===== config.mk =====
export PLATFORM = sky130hd
export DESIGN_NAME = rosc_collector
export DESIGN_NICKNAME = d
export VERILOG_FILES = /design/src/rtl/rosc_collector_pkg.sv /design/src/rtl/rosc_sync2.sv /design/src/rtl/rosc_collector.sv
export SDC_FILE = /design/constraint.sdc
export NUM_CORES = 1
export LEC_CHECK = 0
export CAP_MARGIN = 20
export CORE_MARGIN = 8
export CORE_UTILIZATION = 54
export DETAILED_ROUTE_END_ITERATION = 6
export PLACE_DENSITY = 0.72
export SLEW_MARGIN = 20
export SYNTH_ARGS = -nofsm -noshare
export SYNTH_HDL_FRONTEND = slang
export SYNTH_SLANG_ARGS = --single-unit

===== constraint.sdc =====
create_clock -name clk -period 6.1 [get_ports clk]
set_input_delay 0.915 -clock clk [delete_from_list [all_inputs] [get_ports clk]]
set_output_delay 0.915 -clock clk [all_outputs]
set_load 0.005 [all_outputs]

===== src/rtl/rosc_collector_pkg.sv =====
// Shared types and default parameters for the ring-oscillator entropy collector.
package rosc_collector_pkg;

    typedef enum logic [1:0] {
        ST_IDLE,
        ST_SEED,
        ST_RUN,
        ST_ERROR
    } state_t;

    localparam int unsigned DEF_SEED_CYCLES = 16;
    localparam int unsigned DEF_SAMPLE_DIV  = 8;
    localparam int unsigned DEF_WORD_WIDTH  = 32;
    localparam int unsigned DEF_STUCK_LIMIT = 64;

endpackage


===== src/rtl/rosc_sync2.sv =====
// Two-flop synchronizer for the asynchronous ring output.
module rosc_sync2 (
    input  logic clk,
    input  logic reset,
    input  logic d,
    output logic q
);

    logic meta;

    // Two back-to-back flops; q is d delayed by two clock edges.
    always_ff @(posedge clk) begin
        if (reset) begin
            meta <= 1'b0;
            q    <= 1'b0;
        end else begin
            meta <= d;
            q    <= meta;
        end
    end

endmodule


===== src/rtl/rosc_collector.sv =====
// Holds, seeds and releases the inverter ring, XOR-decimates its synchronized
// output into entropy bits, packs them into words and runs a stuck-output check.
module rosc_collector
    import rosc_collector_pkg::*;
#(
    parameter int unsigned SEED_CYCLES = DEF_SEED_CYCLES,
    parameter int unsigned SAMPLE_DIV  = DEF_SAMPLE_DIV,
    parameter int unsigned WORD_WIDTH  = DEF_WORD_WIDTH,
    parameter int unsigned STUCK_LIMIT = DEF_STUCK_LIMIT
) (
    input  logic                  clk,
    input  logic                  reset,
    input  logic                  enable,
    input  logic                  osc_d,
    output logic                  osc_ctrl,
    output logic                  osc_seed,
    output logic [WORD_WIDTH-1:0] data,
    output logic                  data_valid,
    input  logic                  data_ack,
    output logic                  stuck_error
);

    localparam int unsigned BW = $clog2(WORD_WIDTH + 1);
    localparam logic [BW-1:0] BIT_FULL = BW'(WORD_WIDTH);
    localparam logic [BW-1:0] BIT_LAST = BW'(WORD_WIDTH - 1);
    localparam logic [7:0]    SEED_LAST = 8'(SEED_CYCLES - 1);
    localparam logic [7:0]    SAMP_LAST = 8'(SAMPLE_DIV - 1);
    localparam logic [15:0]   STUCK_LIM = 16'(STUCK_LIMIT);

    state_t state, state_next;

    logic                  s;
    logic                  s_prev;
    logic                  seed_bit;
    logic [7:0]            seed_cnt;
    logic [7:0]            samp_cnt;
    logic [BW-1:0]         bit_cnt;
    logic                  acc;
    logic [WORD_WIDTH-1:0] sreg;
    logic [15:0]           stuck_cnt;

    logic                  paused;
    logic                  collect;
    logic                  acc_next;
    logic                  bit_done;
    logic                  word_done;
    logic                  can_load;
    logic                  release_pending;
    logic                  seed_done;
    logic [15:0]           stuck_inc;
    logic                  stuck_hit;
    logic [WORD_WIDTH-1:0] sreg_next;

    rosc_sync2 u_sync (
        .clk   (clk),
        .reset (reset),
        .d     (osc_d),
        .q     (s)
    );

    // Datapath strobes derived from the current state and counters.
    always_comb begin
        paused          = (bit_cnt == BIT_FULL);
        collect         = enable && (state == ST_RUN) && !paused;
        acc_next        = acc ^ s;
        bit_done        = collect && (samp_cnt == SAMP_LAST);
        word_done       = bit_done && (bit_cnt == BIT_LAST);
        sreg_next       = {sreg[WORD_WIDTH-2:0], acc_next};
        can_load        = !data_valid || data_ack;
        release_pending = enable && (state == ST_RUN) && paused && data_ack;
        seed_done       = enable && (state == ST_SEED) && (seed_cnt == SEED_LAST);
        stuck_inc       = stuck_cnt + 16'd1;
        stuck_hit       = collect && (s == s_prev) && (stuck_inc == STUCK_LIM);
    end

    // State register.
    always_ff @(posedge clk) begin
        if (reset) begin
            state <= ST_IDLE;
        end else begin
            state <= state_next;
        end
    end

    // Next-state and ring control outputs.
    always_comb begin
        state_next = state;
        osc_ctrl   = 1'b1;
        osc_seed   = 1'b0;
        case (state)
            ST_IDLE: begin
                if (enable) state_next = ST_SEED;
            end
            ST_SEED: begin
                osc_seed = seed_bit;
                if (seed_done) state_next = ST_RUN;
            end
            ST_RUN: begin
                osc_ctrl = 1'b0;
                if (stuck_hit) state_next = ST_ERROR;
            end
            ST_ERROR: begin
                state_next = ST_ERROR;
            end
            default: state_next = ST_IDLE;
        endcase
        if (!enable) state_next = ST_IDLE;
    end

    // Seed sequencing, decimation, word packing, handshake and health check.
    always_ff @(posedge clk) begin
        if (reset) begin
            seed_bit    <= 1'b0;
            seed_cnt    <= '0;
            samp_cnt    <= '0;
            bit_cnt     <= '0;
            acc         <= 1'b0;
            sreg        <= '0;
            s_prev      <= 1'b0;
            stuck_cnt   <= '0;
            data        <= '0;
            data_valid  <= 1'b0;
            stuck_error <= 1'b0;
        end else if (!enable || state == ST_IDLE) begin
            seed_cnt    <= '0;
            samp_cnt    <= '0;
            bit_cnt     <= '0;
            acc         <= 1'b0;
            sreg        <= '0;
            s_prev      <= s;
            stuck_cnt   <= '0;
            data_valid  <= 1'b0;
            stuck_error <= 1'b0;
        end else begin
            s_prev <= s;
            if (state == ST_SEED) seed_cnt <= seed_cnt + 8'd1;
            if (seed_done) seed_bit <= ~seed_bit;

            if (data_valid && data_ack) data_valid <= 1'b0;

            if (collect) begin
                stuck_cnt <= (s != s_prev) ? 16'd0 : stuck_inc;
                if (stuck_hit) stuck_error <= 1'b1;
                if (bit_done) begin
                    samp_cnt <= '0;
                    acc      <= 1'b0;
                    // A completed word either loads now or parks in sreg with
                    // bit_cnt == WORD_WIDTH, which is what stalls collection.
                    if (word_done && can_load) begin
                        data       <= sreg_next;
                        data_valid <= 1'b1;
                        bit_cnt    <= '0;
                        sreg       <= '0;
                    end else begin
                        sreg    <= sreg_next;
                        bit_cnt <= bit_cnt + 1'b1;
                    end
                end else begin
                    acc      <= acc_next;
                    samp_cnt <= samp_cnt + 8'd1;
                end
            end else if (release_pending) begin
                data       <= sreg;
                data_valid <= 1'b1;
                bit_cnt    <= '0;
                sreg       <= '0;
            end
        end
    end

endmodule


==> flow_metrics.env, run 1 <==
export IMPL_status="completed"
export IMPL_worstHoldPathCells=1
export IMPL_postRouteAntennaNets=0
export IMPL_hold_end="u_sync.q$_SDFF_PP0_"
export IMPL_synth_edff_count=0
export IMPL_p_per_area_nw_per_um2=209
export IMPL_synth_area_leaders="dfxtp_1 44%, a311oi_2 8.4%, nor2_1 7.7%"
export IMPL_numPortBuffers=40
export IMPL_critPathKind="reg2reg"
export IMPL_diodes=0
export IMPL_arrival_ns=3.33
export IMPL_cts_hold_buf=0
export IMPL_drt_total_wl_mm=10.6
export IMPL_syn_nets=581
export IMPL_slew_headroom_pct=30.8
export IMPL_antenna_found_initial=0
export IMPL_cts_tree="done"
export IMPL_cts_setup_buffers=0
export IMPL_final_cell_mix="111 x dfxtp_1, 102 x nor2_1, 76 x nand2_1, 39 x clkdlybuf4s50_1, 33 x a22oi_1"
export IMPL_finalCritPeriodShare_pct=50.0
export IMPL_avgSynthCellArea_um2=8.76
export IMPL_worstReg2RegStart="samp_cnt[0]$_SDFFE_PP0P_"
export IMPL_synth_seq_cells=111
export IMPL_cp_required_ns=6.38
export IMPL_via_count=4176
export IMPL_critPathLaunchType="flop"
export IMPL_slew_viol_final=0
export IMPL_multiInputGateArea_um2=2590
export IMPL_clk_pin_slew_ns=0.11
export IMPL_stdcell_count=704
export IMPL_firstDrtPassIters=5
export IMPL_fmax_mhz=328
export IMPL_die_h_um=112
export IMPL_via_per_inst=5.93
export IMPL_skew_ns=0.0116
export IMPL_cp_max_fo=63
export IMPL_drive_above_1_share_pct=9.78
export IMPL_numCtsBuffers=9
export IMPL_fillCellCount=812
export IMPL_rrSetupSlack_ns=3.05
export IMPL_rr_endpoint="data[25]$_SDFFE_PP0P_"
export IMPL_total_leakage_power_uw=0.00163
export IMPL_finalCriticalPeriod_ns=3.05
export IMPL_rsz0062_at_grt="false"
export IMPL_grt_ovfl_total=0
export IMPL_fin_nets=598
export IMPL_grt_pass1_vias=3992
export IMPL_cp_end_kind="flop"
export IMPL_io_pins=41
export IMPL_postCtsResizedCells=0
export IMPL_async_reset_ff_share_pct=0
export IMPL_hold_violations=0
export IMPL_grtUsageTotal_pct=17.1
export IMPL_cts_path_max_buffers=2
export IMPL_ys_seq_area_share_pct=44.4
export IMPL_drt_iter0_markers=217
export IMPL_grt_pass1_wl_mm=18.5
export IMPL_initial_core_util_pct=54.9
export IMPL_fp_dieW_um=112
export IMPL_ys_warn_count=0
export IMPL_holdWs_ns=0.446
export IMPL_syn_area_um2=5000
export IMPL_h_tree_depth=3
export IMPL_core_rowCount=35
export IMPL_setup_tns_ns=0
export IMPL_synth_flop_cell="dfxtp_1"
export IMPL_synth_cells=571
export IMPL_hpwl_mm=6.71
export IMPL_ir_worst_vdd_mv=0.144
export IMPL_hp_class="reg2reg"
export IMPL_post_route_drc_count=0
export IMPL_worst_slew_pin_slew_ns=1.04
export IMPL_synth_distinct_cells=52
export IMPL_maxCapViolCount=0
export IMPL_yosysTopAreaCellShare_pct=44.4
export IMPL_min_from="u_sync.meta$_SDFF_PP0_"
export IMPL_r2r_cells=8
export IMPL_core_area_um2=9110
export IMPL_clock_sinks=111
export IMPL_wire_per_inst_um=15.1
export IMPL_place_congestion=0.837
export IMPL_grt_max_degree=64
export IMPL_dp_cells=688
export IMPL_mostFrequentLayoutCell="dfxtp_1"
export IMPL_area_growth_pct=12.2
export IMPL_regArea_um2=2220
export IMPL_clock_latency_ns=0.37
export IMPL_finalSetupViolations=0
export IMPL_dieArea_um2=12600
export IMPL_root_buffer="clkbuf_8"
export IMPL_synth_top_area_cell="dfxtp_1"
per-layer routing:
layer  part of all wire (%)  vias up  GRT usage (%)
met2                     48      103           28.5
met3                    5.5       11           3.60
met4                    1.1        0           5.76
met5                      0        -              0
met1                     46     2000           21.3
li1                       -     2062              -
critical path: stages, from the launching register on:
cell and delay (ns):
dfxtp_1 0.39, ha_1 0.22, nor4bb_1 0.38, nand2_1 0.21, o31ai_4 0.44, nor3b_4 0.25
buf_4 0.63, nor2_1 0.12, a311oi_2 0.28
power by group:
part           switching (uW)  internal (uW)  total, uW
registers                1.37            726        727
logic                    14.4           6.48       20.9
clock network             266            161        427
final cells by class:
cell class              count  area share [%]
clock inverters             6            1.16
clock buffers              10            2.28
inverters                   5           0.335
repair buffers             46            7.85
flip-flops and latches    111            39.6
well taps                 111            2.48
multi-input cells         415            46.3
logic make-up after synthesis:
kind of cell               share of synthesized area [%]
muxes                                              0.801
adders and majority gates                           1.25
buffers and inverters                               4.20
DFF                                                 44.4
and+or+nand+nor                                     23.3
AOI/OAI and AO/OA                                   21.8
xor gates and xnor gates                            4.20
through the flow:
step / total power, uW / setup WS [ns] / instance area, um2 / util [%]
floorplan: 758 / 3.72 / 5000 / -
global placement: 764 / 2.83 / 5420 / 59.5
detailed placement: 765 / 2.75 / 5420 / 59.5
CTS: 1190 / 3.04 / 5610 / 61.6
global route: 1220 / 2.77 / 5610 / 61.6
finish: 1170 / 3.05 / 5610 / 61.6
how the worst max path moves through the flow:
stage               cells after the start                 endpoint  slack, ns                startpoint
finish                                  8    data[25]$_SDFFE_PP0P_       3.05  samp_cnt[0]$_SDFFE_PP0P_
global route                            8    data[10]$_SDFFE_PP0P_       2.77  samp_cnt[0]$_SDFFE_PP0P_
CTS                                     8    data[25]$_SDFFE_PP0P_       3.04  samp_cnt[0]$_SDFFE_PP0P_
detailed placement                      7    data[10]$_SDFFE_PP0P_       2.75                  data_ack
global placement                        7     data[0]$_SDFFE_PP0P_       2.83                  data_ack
floorplan                               8  bit_cnt[0]$_SDFFE_PP0P_       3.72                    enable
registers in the layout, summed over array words and instances, names as in the netlist:
name	cells
bit_cnt	6
u_sync.meta	1
state	2
seed_bit	1
samp_cnt	8
u_sync.q	1
sreg	32
stuck_cnt	16
seed_cnt	8
s_prev	1
data_valid	1
data	32
stuck_error	1
acc	1
Yosys cell counts, types with 8 or more instances:
cell type and instances:
a22oi_1 33, a21oi_1 29, nor2_1 102, nand2_1 76, clkbuf_1 24, dfxtp_1 111
xor2_1 13, nand3_1 12, o21ai_0 20, xnor2_1 11, nand4_1 8, a311oi_2 28
Power figures use the tool's default switching activity.
==> run 2: changes to the inputs <==
clock period = 3.1 ns   (was 6.1 ns; I/O delays follow)
==> run 2 against run 1 <==
Compared with the run above: clock skew up 0.00087 ns; wire length is 1.7% lower; clock power up 87%; first-iteration DRC count grew 14%; cell count is 0.99% higher; utilization up 0.62 points; sequential cell count stayed put; via count decreased by 1.4%; worst hold slack lost 0.043 ns; register-to-register slack worse by 2.6 ns; non-clock buffer count rose by 8; worst setup slack worse by 2.6 ns; critical path type unchanged; largest power group unchanged.
==> flow_metrics.env, run 2 (same netlist as run 1, synthesis figures left out) <==
export IMPL_worstReg2RegStart="samp_cnt[0]$_SDFFE_PP0P_"
export IMPL_rsz0062_at_grt="false"
export IMPL_drt_total_wl_mm=10.4
export IMPL_finalSetupViolations=0
export IMPL_place_congestion=0.870
export IMPL_ir_worst_vdd_mv=0.261
export IMPL_drive_above_1_share_pct=11.0
export IMPL_cp_required_ns=3.38
export IMPL_via_per_inst=5.79
export IMPL_drt_iter0_markers=247
export IMPL_io_pins=41
export IMPL_core_area_um2=9110
export IMPL_h_tree_depth=3
export IMPL_firstDrtPassIters=5
export IMPL_grt_pass1_wl_mm=17.7
export IMPL_hpwl_mm=6.84
export IMPL_min_from="reset"
export IMPL_hold_violations=0
export IMPL_rr_endpoint="data[22]$_SDFFE_PP0P_"
export IMPL_final_cell_mix="111 x dfxtp_1, 102 x nor2_1, 76 x nand2_1, 39 x clkdlybuf4s50_1, 33 x a22oi_1"
export IMPL_setup_tns_ns=0
export IMPL_rrSetupSlack_ns=0.47
export IMPL_clk_pin_slew_ns=0.11
export IMPL_cts_setup_buffers=0
export IMPL_status="completed"
export IMPL_wire_per_inst_um=14.7
export IMPL_skew_ns=0.0125
export IMPL_final_util_pct=62.2
export IMPL_initial_core_util_pct=54.9
export IMPL_hp_class="in2reg"
export IMPL_dieArea_um2=12600
export IMPL_slew_headroom_pct=45.2
export IMPL_postCtsResizedCells=0
export IMPL_arrival_ns=2.91
export IMPL_cp_slowest_cell="o31ai_4"
export IMPL_numCtsBuffers=9
export IMPL_largest_registers="data x32, sreg x32, stuck_cnt x16"
export IMPL_fp_dieW_um=112
export IMPL_grt_ovfl_total=0
export IMPL_critPathKind="reg2reg"
export IMPL_maxCapViolCount=0
export IMPL_clock_sinks=111
export IMPL_die_h_um=112
export IMPL_post_route_drc_count=0
export IMPL_finalCriticalPeriod_ns=2.63
export IMPL_cp_end_kind="flop"
export IMPL_total_leakage_power_uw=0.00166
export IMPL_cts_hold_buf=0
export IMPL_fmax_mhz=380
export IMPL_finalCritPeriodShare_pct=84.8
export IMPL_fillCellCount=825
export IMPL_via_count=4116
export IMPL_grt_pass1_vias=3843
export IMPL_antenna_found_initial=0
export IMPL_hold_end="state[0]$_SDFFE_PP0P_"
export IMPL_grt_max_degree=64
export IMPL_crit_path_cell_trace="ha_1, nor4bb_1, nand2_1, o31ai_4, nor3b_4, buf_12, nor2_1, a311oi_2"
export IMPL_p_per_area_nw_per_um2=401
export IMPL_regArea_um2=2220
export IMPL_grtUsageTotal_pct=16.5
export IMPL_core_rowCount=35
export IMPL_critical_path_startpoint="samp_cnt[0]$_SDFFE_PP0P_"
export IMPL_slowest_delay_ns=0.43
export IMPL_p_total_uw=2270
export IMPL_fin_nets=606
export IMPL_cts_tree="done"
export IMPL_r2r_cells=8
export IMPL_clock_latency_ns=0.36
export IMPL_numPortBuffers=40
export IMPL_postRouteAntennaNets=0
export IMPL_diodes=0
export IMPL_area_growth_pct=13.3
export IMPL_multiInputGateArea_um2=2590
export IMPL_cp_max_fo=63
export IMPL_slew_viol_final=0
export IMPL_worst_slew_pin_slew_ns=0.821
export IMPL_mostFrequentLayoutCell="dfxtp_1"
export IMPL_root_buffer="clkbuf_8"
export IMPL_worstHoldPathCells=3
export IMPL_cts_path_max_buffers=2
export IMPL_critPathLaunchType="flop"
-- run 2: cell types whose count changed in the layout (fill, tap and decap cells not counted) --
cell,delta
buf_4,+7
clkinvlp_4,+2
buf_12,+1
inv_8,-1
clkinv_4,-1
clkinv_8,-1
clkbuf_1,-1
inv_6,+1
-- run 2: worst max path at each step --
stage                            end  slack [ns]  cells after the start
2_1_floorplan   data[0]$_SDFFE_PP0P_        0.91                      9
3_3_place_gp   state[0]$_SDFFE_PP0P_        0.54                      7
3_5_place_dp   data[22]$_SDFFE_PP0P_        0.50                      8
4_1_cts        data[22]$_SDFFE_PP0P_        0.48                      8
5_1_grt        data[22]$_SDFFE_PP0P_        0.23                      8
6_report       data[22]$_SDFFE_PP0P_        0.47                      8
-- run 2: worst max-delay path, delay by kind of cell, from the launching register on --
kind / cells / cell delay (ns)
fa+ha+maj: 1 / 0.21
flops: 1 / 0.38
buf+inv: 1 / 0.32
compound gates: 2 / 0.69
simple gates: 4 / 0.90
-- run 2: cell type report --
| type | count | share of cell area [%] |
|---|---|---|
| repair buffers | 54 | 9.06 |
| clock buffers | 9 | 2.19 |
| well taps | 111 | 2.45 |
| flip-flops and latches | 111 | 39.2 |
| multi-input cells | 415 | 45.8 |
| inverters | 5 | 0.331 |
| clock inverters | 6 | 0.928 |
-- run 2: routing by layer --
metal	vias up	GRT usage (%)	wire, um
li1	2066	-	-
met1	1976	20.3	4940
met2	67	28.7	5060
met3	7	3.33	334
met4	0	4.50	85
met5	-	0	0
-- run 2: per-stage QoR --
| step | instance area (um2) | hold slack, ns | setup WS, ns | instances |
|---|---|---|---|---|
| CTS | 5660 | 0.397 | 0.475 | 711 |
| global placement | 5490 | 0.431 | 0.543 | 696 |
| detailed placement | 5490 | 0.436 | 0.498 | 696 |
| floorplan | 5000 | 0.414 | 0.911 | 571 |
| global route | 5660 | 0.416 | 0.230 | 711 |
| finish | 5660 | 0.403 | 0.471 | 711 |
-- run 2: where the power goes --
part,switching [uW],total (uW),leakage (uW),internal [uW]
clock network,496,797,0.0000842,301
registers,2.62,1430,0.000894,1430
logic,28.9,43.7,0.000683,14.8
total,527,2270,0.00166,1740
==> run 3: changes to the inputs <==
CORE_UTILIZATION = 52   (was 54)
clock period = 2.2 ns   (was 3.1 ns; I/O delays follow)
==> run 3 against run 2 <==
Compared with the run above: the flow now finishes with violations (setup timing); sequential power grew 41%; cell area grew 11%; clock power grew 54%; critical path depth grew 1; critical endpoint is now data[31]$_SDFFE_PP0P_.
==> flow_metrics.env, run 3 (same netlist as run 1, synthesis figures left out) <==
export IMPL_status="complete, but fails checks"
export IMPL_violations="setup timing"
export IMPL_drive_above_1_share_pct=20.7
export IMPL_worst_slack_ns=-0.00910
export IMPL_skew_ns=0.0137
export IMPL_cp_required_ns=2.50
export IMPL_crit_path_cell_trace="ha_4, nand3_2, or3b_4, o31ai_4, nor3b_4, buf_4, buf_16, nor2_1, a311oi_1"
export IMPL_final_util_pct=67.9
export IMPL_total_leakage_power_uw=0.00197
export IMPL_post_route_drc_count=0
export IMPL_via_per_inst=5.70
export IMPL_finalCritPeriodShare_pct=100
export IMPL_mostFrequentLayoutCell="dfxtp_1"
export IMPL_slew_viol_final=0
export IMPL_clk_pin_slew_ns=0.12
export IMPL_slowest_delay_ns=0.40
export IMPL_area_growth_pct=26.1
export IMPL_cp_end_kind="flop"
export IMPL_critPathKind="reg2reg"
export IMPL_hpwl_mm=7.74
export IMPL_clock_sinks=111
export IMPL_diodes=0
export IMPL_cts_path_max_buffers=2
export IMPL_largest_registers="data x32, sreg x32, stuck_cnt x16"
export IMPL_r2r_cells=9
export IMPL_final_cell_mix="109 x dfxtp_1, 90 x nor2_1, 75 x nand2_1, 45 x buf_4, 39 x clkdlybuf4s50_1"
export IMPL_cp_slowest_cell="or3b_4"
export IMPL_ir_worst_vdd_mv=0.304
export IMPL_fin_nets=648
export IMPL_hp_class="in2reg"
export IMPL_core_area_um2=9280
export IMPL_die_h_um=114
export IMPL_p_per_area_nw_per_um2=526
export IMPL_initial_core_util_pct=53.9
export IMPL_fmax_mhz=453
export IMPL_root_buffer="clkbuf_8"
export IMPL_arrival_ns=2.51
export IMPL_via_count=4403
export IMPL_fillCellCount=760
export IMPL_io_pins=41
export IMPL_slew_headroom_pct=56.2
export IMPL_clock_latency_ns=0.39
export IMPL_cts_tree="done"
export IMPL_grt_max_degree=46
export IMPL_finalSetupViolations=1
export IMPL_hold_violations=0
export IMPL_drt_iter0_markers=257
export IMPL_drt_total_wl_mm=12.0
export IMPL_rsz0062_at_grt="true"
export IMPL_dpl_cell_area_um2=5790
export IMPL_worst_slew_pin_slew_ns=0.655
export IMPL_fp_dieW_um=114
export IMPL_critPathLaunchType="flop"
export IMPL_firstDrtPassIters=5
export IMPL_wire_per_inst_um=15.6
export IMPL_h_tree_depth=3
export IMPL_core_rowCount=35
export IMPL_fin_area_um2=6300
export IMPL_dieArea_um2=13000
export IMPL_grt_pass1_vias=4203
export IMPL_grt_pass1_wl_mm=20.0
export IMPL_maxCapViolCount=0
export IMPL_numCtsBuffers=9
export IMPL_worstHoldPathCells=3
export IMPL_cp_max_fo=13
export IMPL_holdWs_ns=0.242
export IMPL_numPortBuffers=40
export IMPL_grtUsageTotal_pct=18.7
export IMPL_antenna_found_initial=0
export IMPL_place_congestion=0.813
export IMPL_grt_ovfl_total=0
export IMPL_postRouteAntennaNets=0
export IMPL_finalCriticalPeriod_ns=2.21
## run 3: cell types whose count changed in the layout (fill, tap and decap cells not counted), sizes merged
| cell | previous run | this run |
|---|---|---|
| buf | 15 | 55 |
| bufbuf | 0 | 1 |
| clkinv | 1 | 2 |
| clkbuf | 9 | 10 |
| inv | 8 | 10 |
| clkinvlp | 2 | 0 |
## run 3: layout make-up
| type | count | area [um2] | share of cell area [%] |
|---|---|---|---|
| Timing Repair Buffer | 96 | 968 | 15.4 |
| Inverter | 5 | 18.8 | 0.298 |
| Multi-Input combinational cell | 415 | 2730 | 43.3 |
| Clock inverter | 7 | 72.6 | 1.15 |
| Tap cell | 129 | 161 | 2.56 |
| Sequential cell | 111 | 2230 | 35.3 |
| Clock buffer | 9 | 124 | 1.97 |
## run 3: worst paths after layout
check / startpoint / end / slack, ns
max: bit_cnt[0]$_SDFFE_PP0P_ / data[31]$_SDFFE_PP0P_ / -0.009
min: reset / state[0]$_SDFFE_PP0P_ / 0.24
max reg2reg: bit_cnt[0]$_SDFFE_PP0P_ / data[31]$_SDFFE_PP0P_ / -0.009
min reg2reg: stuck_error$_SDFFE_PP0P_ / stuck_error$_SDFFE_PP0P_ / 0.45
## run 3: power by group
group	leakage, uW	switching [uW]	internal, uW
Clock	0.000103	777	453
Combinational	0.000968	42.3	26.0
Sequential	0.000896	3.73	2010
Total	0.00197	823	2490
## run 3: metrics by stage
step | worst slack [ns] | setup TNS (ns) | std cells | total power, uW
after CTS | -0.0120 | -0.0250 | 769 | 3340
after global routing | -0.0666 | -0.642 | 772 | 3430
after floorplan | 0.0106 | 0 | 571 | 2100
final | -0.00910 | -0.00910 | 772 | 3310
after detailed placement | -0.0529 | -0.703 | 745 | 2130
after global placement | -0.00659 | -0.00659 | 745 | 2130
## run 3: repair_timing
| item | in CTS | in global routing |
|---|---|---|
| gates resized for setup | 16 | 22 |
| endpoints found under the setup margin | 44 | 84 |
| buffers inserted | 5 | 2 |
| pin swaps | 4 | 7 |
| cloned | 3 | 1 |
| hold buffers | 0 | 0 |
| endpoints found under the hold margin | 0 | 0 |
## run 3: layer usage
metal | part of all wire [%] | track usage, % | vias up | routed length (um)
met3 | 4.8 | 3.74 | 14 | 582
met4 | 1.2 | 5.59 | 0 | 150
li1 | - | - | 2159 | -
met2 | 50 | 32.6 | 99 | 6060
met5 | 0 | 0 | - | 0
met1 | 44 | 22.5 | 2131 | 5250
## run 3: worst max-delay path, delay by kind of cell (launching register included)
kind / cells / cell delay (ns)
buffers and inverters: 2 / 0.34
AOI/OAI and AO/OA: 2 / 0.47
adders and majority gates: 1 / 0.14
DFF: 1 / 0.38
and+or+nand+nor: 4 / 0.80
